`config.mk`:
```
export PLATFORM = sky130hd
export DESIGN_NAME = seg_scan_ctrl
export DESIGN_NICKNAME = d
export VERILOG_FILES = /design/src/rtl/seg_scan_pkg.sv /design/src/rtl/seg_scan_timer.sv /design/src/rtl/seg_scan_ctrl.sv
export SDC_FILE = /design/constraint.sdc
export NUM_CORES = 1
export LEC_CHECK = 0
export ABC_CLOCK_PERIOD_IN_PS = 8000
export BUFFER_PORTS_ARGS = -buffer_cell sky130_fd_sc_hd__buf_2
export CORE_ASPECT_RATIO = 0.9
export CORE_UTILIZATION = 62
export CTS_CLUSTER_DIAMETER = 120
export DETAILED_ROUTE_END_ITERATION = 10
export GPL_ROUTABILITY_DRIVEN = 0
export GPL_TIMING_DRIVEN = 0
export PLACE_DENSITY = 0.84
export SETUP_SLACK_MARGIN = 0.4
export SYNTH_ARGS = -nofsm -noshare
export SYNTH_HDL_FRONTEND = slang
export SYNTH_SLANG_ARGS = --single-unit
```
`constraint.sdc`:
```
create_clock -name clk -period 8 [get_ports clk]
set_input_delay 0.4 -clock clk [delete_from_list [all_inputs] [get_ports clk]]
set_output_delay 0.4 -clock clk [all_outputs]
set_load 0.02 [all_outputs]
```
`src/rtl/seg_scan_pkg.sv`:
```
// Shared types and elaboration helpers for the display scan controller.
package seg_scan_pkg;

    // Scan phases: dark, inter-digit dead-time, digit lit.
    typedef enum logic [1:0] {StIdle, StBlank, StDrive} scan_state_e;

    localparam int unsigned MinDigits = 1;
    localparam int unsigned MaxDigits = 8;

    // Digit index width; never below one bit so a single-digit build still has a vector.
    function automatic int unsigned idx_width(int unsigned num_digits);
        return (num_digits < 2) ? 1 : $clog2(num_digits);
    endfunction

    // Legal parameter combinations for the scan controller.
    function automatic bit params_ok(int unsigned num_digits, int unsigned refresh_div,
                                     int unsigned blank_cycles);
        return (num_digits >= MinDigits) && (num_digits <= MaxDigits) &&
               (blank_cycles >= 1) && (refresh_div > blank_cycles);
    endfunction

endpackage

```
`src/rtl/seg_scan_timer.sv`:
```
// Slot timer: counts cycles within the current scan phase and flags the last
// cycle of the blank phase and of the drive phase.
module seg_scan_timer #(
    parameter int unsigned REFRESH_DIV  = 100000,
    parameter int unsigned BLANK_CYCLES = 1000
) (
    input  logic clk,
    input  logic rst_n,
    input  logic clear,
    input  logic run,
    output logic blank_done,
    output logic slot_done
);

    localparam int unsigned CntW = (REFRESH_DIV < 2) ? 1 : $clog2(REFRESH_DIV);
    localparam logic [CntW-1:0] BlankLast = CntW'(BLANK_CYCLES - 1);
    localparam logic [CntW-1:0] DriveLast = CntW'(REFRESH_DIV - BLANK_CYCLES - 1);

    logic [CntW-1:0] cnt_q, cnt_d;

    // Clear wins over counting so every phase starts from zero.
    always_comb begin
        cnt_d = cnt_q;
        if (clear) begin
            cnt_d = '0;
        end else if (run) begin
            cnt_d = cnt_q + 1'b1;
        end
    end

    // Counter register.
    always_ff @(posedge clk or negedge rst_n) begin
        if (!rst_n) begin
            cnt_q <= '0;
        end else begin
            cnt_q <= cnt_d;
        end
    end

    assign blank_done = (cnt_q == BlankLast);
    assign slot_done  = (cnt_q == DriveLast);

endmodule

```
`src/rtl/seg_scan_ctrl.sv`:
```
// Seven-segment scan controller: multiplexes NUM_DIGITS BCD digits onto one
// shared decoder with a dark dead-time between digit slots.
// Optional feature macro: SEG_SCAN_LEADING_ZERO_BLANK_EN (leading-zero blanking).
module seg_scan_ctrl
    import seg_scan_pkg::*;
#(
    parameter int unsigned NUM_DIGITS   = 4,
    parameter int unsigned REFRESH_DIV  = 100000,
    parameter int unsigned BLANK_CYCLES = 1000
) (
    input  logic                    clk,
    input  logic                    rst_n,
    input  logic                    enable,
    input  logic [4*NUM_DIGITS-1:0] digits_bcd,
    input  logic [NUM_DIGITS-1:0]   dp_mask,
    output logic [3:0]              bcd_sel,
    output logic [NUM_DIGITS-1:0]   an_n,
    output logic                    dp_n,
    output logic                    frame_start
);

    localparam int unsigned IdxW = idx_width(NUM_DIGITS);
    localparam logic [IdxW-1:0] LastIdx = IdxW'(NUM_DIGITS - 1);

    if (!params_ok(NUM_DIGITS, REFRESH_DIV, BLANK_CYCLES)) begin : gen_param_check
        $error("seg_scan_ctrl: illegal NUM_DIGITS/REFRESH_DIV/BLANK_CYCLES");
    end

    scan_state_e             state_q, state_d;
    logic [IdxW-1:0]         idx_q, idx_d;
    logic [4*NUM_DIGITS-1:0] snap_digits_q, snap_digits_d;
    logic [NUM_DIGITS-1:0]   snap_dp_q, snap_dp_d;
    logic                    load_snap;
    logic                    blank_done, slot_done;
    logic                    timer_clear, timer_run;
    logic [NUM_DIGITS-1:0]   dark;

    logic [3:0]              bcd_sel_d;
    logic [NUM_DIGITS-1:0]   an_n_d;
    logic                    dp_n_d;
    logic                    frame_start_d;

    // Phase timing; the counter restarts on every state change.
    assign timer_clear = (state_d != state_q);
    assign timer_run   = (state_q != StIdle);

    seg_scan_timer #(
        .REFRESH_DIV  (REFRESH_DIV),
        .BLANK_CYCLES (BLANK_CYCLES)
    ) u_timer (
        .clk        (clk),
        .rst_n      (rst_n),
        .clear      (timer_clear),
        .run        (timer_run),
        .blank_done (blank_done),
        .slot_done  (slot_done)
    );

    // State, digit index and frame snapshot registers.
    always_ff @(posedge clk or negedge rst_n) begin
        if (!rst_n) begin
            state_q       <= StIdle;
            idx_q         <= '0;
            snap_digits_q <= '0;
            snap_dp_q     <= '0;
        end else begin
            state_q       <= state_d;
            idx_q         <= idx_d;
            snap_digits_q <= snap_digits_d;
            snap_dp_q     <= snap_dp_d;
        end
    end

    // Next state; disable overrides everything, including a wrap on the same edge.
    always_comb begin
        state_d       = state_q;
        idx_d         = idx_q;
        snap_digits_d = snap_digits_q;
        snap_dp_d     = snap_dp_q;
        load_snap     = 1'b0;
        if (!enable) begin
            state_d = StIdle;
            idx_d   = '0;
        end else begin
            unique case (state_q)
                StIdle: begin
                    state_d   = StBlank;
                    idx_d     = '0;
                    load_snap = 1'b1;
                end
                StBlank: begin
                    if (blank_done) begin
                        state_d = StDrive;
                    end
                end
                StDrive: begin
                    if (slot_done) begin
                        state_d = StBlank;
                        if (idx_q == LastIdx) begin
                            idx_d     = '0;
                            load_snap = 1'b1;
                        end else begin
                            idx_d = idx_q + 1'b1;
                        end
                    end
                end
                default: state_d = StIdle;
            endcase
            // Snapshot only at frame start so a frame never tears mid-scan.
            if (load_snap) begin
                snap_digits_d = digits_bcd;
                snap_dp_d     = dp_mask;
            end
        end
    end

`ifdef SEG_SCAN_LEADING_ZERO_BLANK_EN
    logic upper_zero;

    // A digit stays dark when it and every digit above it is zero and its DP is off.
    always_comb begin
        upper_zero = 1'b1;
        dark       = '0;
        for (int i = NUM_DIGITS - 1; i >= 0; i--) begin
            upper_zero = upper_zero & (snap_digits_d[4*i +: 4] == 4'd0);
            dark[i]    = (i != 0) & upper_zero & ~snap_dp_d[i];
        end
    end
`else
    assign dark = '0;
`endif

    // Output next values are decoded from the next state so the ports are pure flops.
    always_comb begin
        bcd_sel_d     = '0;
        an_n_d        = '1;
        dp_n_d        = 1'b1;
        frame_start_d = load_snap;
        if (state_d != StIdle) begin
            for (int i = 0; i < NUM_DIGITS; i++) begin
                if (idx_d == IdxW'(i)) begin
                    bcd_sel_d = snap_digits_d[4*i +: 4];
                    if ((state_d == StDrive) && !dark[i]) begin
                        an_n_d[i] = 1'b0;
                        dp_n_d    = ~snap_dp_d[i];
                    end
                end
            end
        end
    end

    // Registered outputs.
    always_ff @(posedge clk or negedge rst_n) begin
        if (!rst_n) begin
            bcd_sel     <= '0;
            an_n        <= '1;
            dp_n        <= 1'b1;
            frame_start <= 1'b0;
        end else begin
            bcd_sel     <= bcd_sel_d;
            an_n        <= an_n_d;
            dp_n        <= dp_n_d;
            frame_start <= frame_start_d;
        end
    end

endmodule

```
==> metrics <==
via count 2210; worst-path fanout max 10; mapped cell area 2790 um2; max-cap violations 0; pwr dens 157 nW/um2; worst ir drop on vdd 0.118 mV; number of inserted diodes 0; post-DR vias/cell 6.09; maximum clock path buffer count 2; type of the worst min-delay path input pin to asynchronous set/reset pin; CP required 8240 ps; Worst-Margin Slew 1070 ps; Top Ports 33; core box area 4180 um2; remaining global-route overflow 0; Pre-Repair DR Iteration Count 5; Rel. slew slack 0.284; Pwr Total 489 uW; WS Path Type flop to flop; die height 65.6 um; #FFs+latches synth 51; Nets 327; wirelength, routed 5710 um; crit end category flop; Rows 22; CTS tree done; dpl hpwl 4090 um; syn_area_per_cell 10.6 um2; setup slack, reg-to-reg 5020 ps; Synth-to-Final Area Change 11.3%; Buffers on Ports 31; crit share post-route 0.372; outcome finished clean; post-layout util 0.742; H-tree depth 2; Post-CTS Hold Fix Bufs 0; All-Layer GR Usage 0.265; setup violators final 0; layout cells sized above 1 0.231; Die Wd 72.7 um; post-CTS setup buffers 0; sequential area share after synthesis 0.460; library cells used by synthesis 59; setup tns final 0 ps; die area 4770 um2; Crit path arrival time 3220 ps; EDFF count, synth 0; synth warn 0; first-pass GRT wire length 9440 um; root buffer cell clkbuf_8; Fin Clk Skew 6.31 ps; largest net degree at the start of global routing 52; Period minus WS final 2980 ps; RSZ-0062 raised after global routing false; DRC 0; TritonCTS Buffers 5; Achievable Freq 336 MHz; Worst-path clk slew 90 ps; syn_nets 289; clock sink total 51; Lkg Pwr 0.00130 uW; Mapped Cells 264; Initial DRC Count 262; Async SR Flop Fraction 1.00; final hold violation count 0; Initial Utilization 0.666; Startpoint Class flop; initial antenna violation count 0; antenna viol nets, final 0; worst skew pair latency 310 ps; # resized after CTS 0; vias in the first global route 1988; max-slew violations 0; DR WL/cell 15.7 um; Synth Flop Type dfrtp_1
## state kept, by name (all words and copies together), names as in the netlist
register	flops
snap_digits_q	16
snap_dp_q	4
bcd_sel	4
u_timer.cnt_q	17
an_n	4
dp_n	1
frame_start	1
idx_q	2
state_q	2
## cells in the final DEF, fill, tap and decap left out, drive strengths merged, types with 5 or more instances in the layout
master / n
dfrtp: 46
buf: 38
nor2: 23
clkbuf: 16
nand3: 15
nand2: 14
inv: 11
a211oi: 9
mux2i: 9
mux2: 8
xnor2: 8
xor2: 7
and2: 6
o41ai: 6
o211ai: 6
o21a: 5
nor2b: 5
dfstp: 5
and3: 5
## Yosys cell counts (5+ instances only)
cell | count | share of area
dfrtp_1 | 46 | 0.41
nand2_1 | 14 | 0.019
nor2_1 | 22 | 0.030
nor2b_1 | 5 | 0.011
clkbuf_1 | 9 | 0.012
inv_1 | 11 | 0.015
o21a_1 | 5 | 0.013
xor2_1 | 7 | 0.022
mux2_2 | 8 | 0.032
xnor2_1 | 8 | 0.025
dfstp_2 | 5 | 0.047
o41ai_1 | 6 | 0.019
mux2i_1 | 9 | 0.032
nand3_1 | 15 | 0.027
and2_1 | 6 | 0.013
a211oi_1 | 9 | 0.024
## critical path, cell delays in order (launching register included)
cell and delay [ps]:
dfrtp_1 440, or4bb_1 520, clkbuf_2 220, or4_4 540, buf_6 160, o211ai_4 350, nor2_2 100, a222oi_1 420
o21a_1 170
## power by group
part	switching [uW]	internal, uW	leakage (uW)
registers	6.39	276	0.000645
logic	35.8	27.5	0.000616
clock network	82.1	61.2	0.0000412
total	124	364	0.00130
## stage by stage
stage          cells  cell area [um2]  hold slack (ps)  setup slack, ps
2_1_floorplan    264             2790              104             5400
3_3_place_gp     355             3020              461             5130
3_5_place_dp     355             3020              468             5090
4_1_cts          363             3100              312             5040
5_1_grt          363             3100              309             4890
6_report         363             3100              285             5020
## path summary, 6_finish.rpt
kind / startpoint / endpoint / cells past startpoint
max: u_timer.cnt_q[3] / bcd_sel[1] / 8
min: rst_n / snap_dp_q[3] / 1
max reg2reg: u_timer.cnt_q[3] / bcd_sel[1] / 8
min reg2reg: snap_digits_q[2] / snap_digits_q[2] / 2
max in group asynchronous: rst_n / snap_digits_q[7] / 1
min in group clk: dp_mask[0] / snap_dp_q[0] / 2
## area by class of cell
type / instances / area [um2]
inverters: 11 / 41.3
flip-flops and latches: 51 / 1280
fillers: 329 / 1080
plain buffers: 17 / 106
well taps: 60 / 75.1
clock inverters: 2 / 12.5
repair buffers: 31 / 155
multi-input cells: 185 / 1360
clock buffers: 6 / 72.6
## logic make-up after synthesis
| logic type | count (synthesis) | share of synthesized area |
|---|---|---|
| muxes | 17 | 0.0646 |
| and+or+nand+nor | 100 | 0.211 |
| adders and majority gates | 2 | 0.00898 |
| buffers and inverters | 28 | 0.0530 |
| AOI/OAI and AO/OA | 51 | 0.155 |
| xor gates and xnor gates | 15 | 0.0471 |
| DFF | 51 | 0.460 |
## metal layers
metal  global-route usage  share of wire
met3               0.0506          0.082
met4               0.0833          0.013
met2                0.361           0.41
met5                    0              0
met1                0.421           0.49
Note: power is estimated with default switching activity, not from simulation.
